[src/rtl/div_sched_ctrl.sv]
// div_sched_ctrl
// Programmable divide-by-N tick scheduler. While running it emits a one-cycle
// tick at the start of every divisor period. Start/stop are level-sampled, and
// a stop always finishes the current period before the block goes idle.
// Divisor changes offered while running are held in a one-deep pending slot
// and only take effect at a period boundary, so no period is ever cut short or
// stretched.
//
// Ports
//   clk        : clock, all state changes on the rising edge
//   reset      : synchronous active-high reset
//   start      : start request (level)
//   stop       : stop request (level, wins over start in IDLE)
//   cfg_valid  : new divisor offered on cfg_div
//   cfg_div    : offered divisor (valid range 2 .. 2^CW-1)
//   cfg_ready  : a divisor can be accepted this cycle
//   tick       : one-cycle pulse at phase 0 while running
//   busy       : controller is not idle
//   phase      : position in the current period, 0 .. div_q-1
//   div_q      : divisor currently in force
//   err        : one-cycle pulse after an accepted-but-invalid divisor
module div_sched_ctrl #(
  parameter int CW        = 8,
  parameter int RESET_DIV = 3
) (
  input  logic          clk,
  input  logic          reset,
  input  logic          start,
  input  logic          stop,
  input  logic          cfg_valid,
  input  logic [CW-1:0] cfg_div,
  output logic          cfg_ready,
  output logic          tick,
  output logic          busy,
  output logic [CW-1:0] phase,
  output logic [CW-1:0] div_q,
  output logic          err
);

  localparam logic [CW-1:0] ResetDiv = CW'(RESET_DIV);

  typedef enum logic [1:0] {
    IDLE     = 2'd0,
    RUN      = 2'd1,
    STOPPING = 2'd2
  } state_t;

  state_t        state_q, state_d;
  logic [CW-1:0] phase_q, phase_d;
  logic [CW-1:0] div_d;
  logic [CW-1:0] pend_q, pend_d;
  logic          pend_valid_q, pend_valid_d;
  logic          tick_q, busy_q, ready_q, err_q;

  logic          wrap;
  logic          xfer;
  logic          bad_div;

  // A period ends when the phase reaches the last slot of the divisor in force.
  assign wrap    = (phase_q == div_q - CW'(1));
  assign xfer    = cfg_valid && ready_q;
  assign bad_div = (cfg_div < CW'(2));

  // Next-state logic. The outputs are registered from the next state below,
  // which keeps tick/busy/cfg_ready pure functions of the registered state.
  always_comb begin
    state_d      = state_q;
    phase_d      = phase_q;
    div_d        = div_q;
    pend_d       = pend_q;
    pend_valid_d = pend_valid_q;

    unique case (state_q)
      IDLE: begin
        phase_d = '0;
        if (xfer && !bad_div) begin
          div_d = cfg_div;
        end
        if (start && !stop) begin
          state_d = RUN;
        end
      end

      RUN, STOPPING: begin
        phase_d = wrap ? '0 : phase_q + CW'(1);

        // Pending is only ever loaded when empty, so an apply at this wrap
        // and a new transfer in the same cycle cannot collide. A transfer in
        // the wrap cycle itself lands in pending and waits for the next wrap.
        if (wrap && pend_valid_q) begin
          div_d        = pend_q;
          pend_valid_d = 1'b0;
        end
        if (xfer && !bad_div) begin
          pend_d       = cfg_div;
          pend_valid_d = 1'b1;
        end

        if (state_q == RUN) begin
          if (stop) begin
            state_d = STOPPING;
          end
        end else begin
          // Resuming takes priority over finishing the wind-down period.
          if (start && !stop) begin
            state_d = RUN;
          end else if (wrap) begin
            state_d = IDLE;
          end
        end
      end

      default: begin
        state_d = IDLE;
        phase_d = '0;
      end
    endcase
  end

  // Single state register, including the registered Moore outputs.
  always_ff @(posedge clk) begin
    if (reset) begin
      state_q      <= IDLE;
      phase_q      <= '0;
      div_q        <= ResetDiv;
      pend_q       <= '0;
      pend_valid_q <= 1'b0;
      tick_q       <= 1'b0;
      busy_q       <= 1'b0;
      ready_q      <= 1'b1;
      err_q        <= 1'b0;
    end else begin
      state_q      <= state_d;
      phase_q      <= phase_d;
      div_q        <= div_d;
      pend_q       <= pend_d;
      pend_valid_q <= pend_valid_d;
      tick_q       <= (state_d == RUN) && (phase_d == '0);
      busy_q       <= (state_d != IDLE);
      ready_q      <= (state_d == IDLE) || !pend_valid_d;
      err_q        <= xfer && bad_div;
    end
  end

  assign tick      = tick_q;
  assign busy      = busy_q;
  assign cfg_ready = ready_q;
  assign phase     = phase_q;
  assign err       = err_q;

endmodule
[config.mk]
export PLATFORM = sky130hd
export DESIGN_NAME = div_sched_ctrl
export DESIGN_NICKNAME = d
export VERILOG_FILES = /design/src/rtl/div_sched_ctrl.sv
export SDC_FILE = /design/constraint.sdc
export NUM_CORES = 1
export LEC_CHECK = 0
export BUFFER_PORTS_ARGS = -buffer_cell sky130_fd_sc_hd__clkbuf_2
export CORE_ASPECT_RATIO = 0.75
export CORE_MARGIN = 4
export CORE_UTILIZATION = 55
export CTS_CLUSTER_DIAMETER = 150
export DETAILED_ROUTE_END_ITERATION = 12
export GPL_TIMING_DRIVEN = 0
export PLACE_DENSITY_LB_ADDON = 0.3
export REMOVE_ABC_BUFFERS = 1
export SYNTH_ARGS = -nofsm -noshare
export SYNTH_HDL_FRONTEND = slang
export SYNTH_SLANG_ARGS = --single-unit
[constraint.sdc]
create_clock -name clk -period 3.6 [get_ports clk]
set_input_delay 0.72 -clock clk [delete_from_list [all_inputs] [get_ports clk]]
set_output_delay 0.72 -clock clk [all_outputs]
set_load 0.05 [all_outputs]
==> qor.csv <==
stage;metric;value;unit
sta;rsz0062_at_grt;false;
grt;gr-total-overflow;0;
route;avgViaCountPerCell;5.57;
floorplan;die_area;4190;um2
floorplan;coreArea;3020;um2
logic_synthesis;yosysMostFrequentCell;nor2_1;
worst_setup_path;cp.buffers_inverters;1;
clocking;clk_pin_slew;60;ps
clocking;cts_buffers;5;
cells_and_area;drive_gt1_share;22.7;%
logic_synthesis;synthTopCellsByCount;nor2_1 (33), dfxtp_1 (31), mux2i_1 (18), xnor2_1 (10), nand2_1 (9);
cells_and_area;antenna_cells;0;
sta;period_minus_slack;2790;ps
sta;fmax;0.359;GHz
floorplan;rows;17;
worst_setup_path;cp.required;3770;ps
sta;hold_viol_final;0;
worst_setup_path;max_stage_delay;450;ps
logic_synthesis;syn-cell-area;1770;um2
sta;min_period_over_period;77.5;%
route;vias;1465;
worst_setup_path;crit_arrival;2960;ps
placed_design;post-place-ws;811;ps
logic_synthesis;ys_ff_latch;31;
clocking;cts_tree;done;
floorplan;initial_utilization;58.5;%
route;drt_iter0_drc;94;
logic_synthesis;muxShareOfSynthArea;14.0;%
cells_and_area;n_fill_cell;273;
grt;antenna_found_initial;0;
clocking;cts_resized;0;
cells_and_area;final_net_count;244;
logic_synthesis;yosysWarnings;0;
sta;clock_skew;4.08;ps
route;route.detailed.drc;0;
logic_synthesis;synth_edf_count;0;
cells_and_area;syn2layout_area_growth;13.4;%
run_status;status;finished, final reports clean;
placed_design;hpwl;2640;um
logic_synthesis;synth.area.top_cells;dfxtp_1 (35%), mux2i_1 (10%), nor2_1 (7.0%);
route;drtPass1Iterations;5;
worst_setup_path;cp-start-kind;register;
logic_synthesis;synth_compound_area_share;12.2;%
logic_synthesis;syn-instance-count;198;
sta;worst_pin_slew;582;ps
clocking;cts-root-buf;clkbuf_8;
power_and_ir_drop;p_leak;0.828;nW
sta;fin_ws;812;ps
clocking;cts_buffer_depth;2;
run;drv_cap;0;
worst_setup_path;cp_top_family;compound AO/OA/AOI/OAI gates;
logic_synthesis;avgSynthCellArea;8.93;um2
clocking;clkLatencyLatePin;280;ps
worst_setup_path;crit_chain;inv_1, ha_1, or3b_1, or4_1, a2111oi_2, o211a_4, a32oi_4, mux2_2;
placed_design;gp_congestion;0.759;
clocking;cts_setup_buffers;0;
power_and_ir_drop;peakVddDrop;315;uV
logic_synthesis;synth_top_area_share;35.1;%
worst_setup_path;cp-end-kind;register;
floorplan;die_y;57.1;um
worst_setup_path;crit_fanout;8;
floorplan;num_io_pins;33;
placed_design;port_buffers;32;
route;avgRoutedWirePerCell;13.7;um
worst_setup_path;critical_path_class;register to register;
worst_hold_path;hold_class;register to register;
route;totalWireLength;3600;um
sta;setup_viol;0;
worst_setup_path;cp_slowest_cell;a2111oi_2;
sta;drv_slew;0;
logic_synthesis;yosysUniqueCellTypes;43;
clocking;cts_hold_buf;0;
logic_synthesis;synth_top_family_by_area;simple AND/OR/NAND/NOR gates;
floorplan;die_x;73.5;um
power_and_ir_drop;finalPower;922;uW
grt;grt_max_degree;32;
logic_synthesis;synth-simple-area-share;23.6;%
logic_synthesis;ys_seq_area_share;35.1;%
grt;grt_pass1_wl;6220;um
clocking;numClockSinks;31;
logic_synthesis;synthFlopType;dfxtp_1;
logic_synthesis;synth_xor_xnor_area_share;7.43;%
logic_synthesis;synth_top_area_cell;dfxtp_1;
grt;grt_usage;19.0;%
sta;relSlewSlack;61.2;%
sta;tns;0;ps
clocking;htreeDepth;2;
route;ant_nets;0;
power_and_ir_drop;pwr_density_cell;459;nW/um2
logic_synthesis;async_reset_ff_share;0;%
grt;grt_pass1_vias;1340;
logic_synthesis;synth_fa_ha_area_share;3.54;%
registers in the layout, indices dropped and copies added (netlist names):
signal,flops
state_q,2
pend_valid_q,1
err,1
div_q,8
cfg_ready,1
tick,1
pend_q,8
phase,8
busy,1
per-stage QoR:
stage,std cells,area (um2),utilization [%],hold WS (ps)
floorplan,187,1730,-,452
global placement,257,1930,64.0,460
detailed placement,257,1930,64.0,459
CTS,263,2010,66.4,469
global route,263,2010,66.4,506
finish,263,2010,66.4,466
area by class of cell:
class                      instances  area (um2)  share of cell area, %
clock buffer                       6        72.6                   3.62
inverter                           8        30.0                   1.50
multi-input combinational        148        1070                   53.6
sequential                        31         621                   30.9
tap                               38        47.5                   2.37
timing repair buffer              32         160                   7.99
power breakdown:
group          internal [mW]  total (mW)  switching (mW)  leakage [nW]
Combinational          0.106       0.274           0.168         0.539
Sequential             0.369       0.398          0.0291         0.252
Clock                  0.129       0.249           0.121        0.0371
Total                  0.604       0.922           0.318         0.828
cell usage in the layout, fill, tap and decap left out, types with 2 or more instances in the layout:
cell       n
inv_1      8
nor2b_1    8
and3_1     3
a21oi_1    4
nor3_1     6
dfxtp_1   31
xor2_1     5
nor4_1     3
nand2_1    9
or4_1      2
clkbuf_2  32
nor2_1    33
a211oi_1   4
mux2_2     6
xnor2_1   10
clkbuf_8   5
and2_1     5
nand3_1    4
or3_1      2
ha_1       5
mux2i_1   18
routing by layer:
layer | wire length, um | global-route usage (%) | vias to the layer above
met5 | 0 | 0 | -
met4 | 29 | 6.20 | 0
met3 | 167 | 6.51 | 2
met2 | 1630 | 27.3 | 31
met1 | 1780 | 26.5 | 691
li1 | - | - | 741
worst min-delay path, cell delays in order (launching register included):
cell	delay, ps
dfxtp_1	310
nand2_1	70
nor3_1	40
kinds of logic (layout without fill, tap and decap cells):
logic type	Yosys count	count (layout)
muxes	24	24
AOI/OAI and AO/OA	23	23
DFF	31	31
adders and majority gates	5	5
buffers and inverters	19	46
and+or+nand+nor	81	81
xor gates and xnor gates	15	15
path summary, 6_finish.rpt:
kind	start	end	slack, ps	depth (start not counted)
hold reg to reg	cfg_ready	err	470	2
hold / removal	cfg_ready	err	470	2
setup / recovery	div_q[0]	div_q[5]	810	8
setup reg to reg	div_q[0]	div_q[5]	810	8
Power figures use the tool's default switching activity.
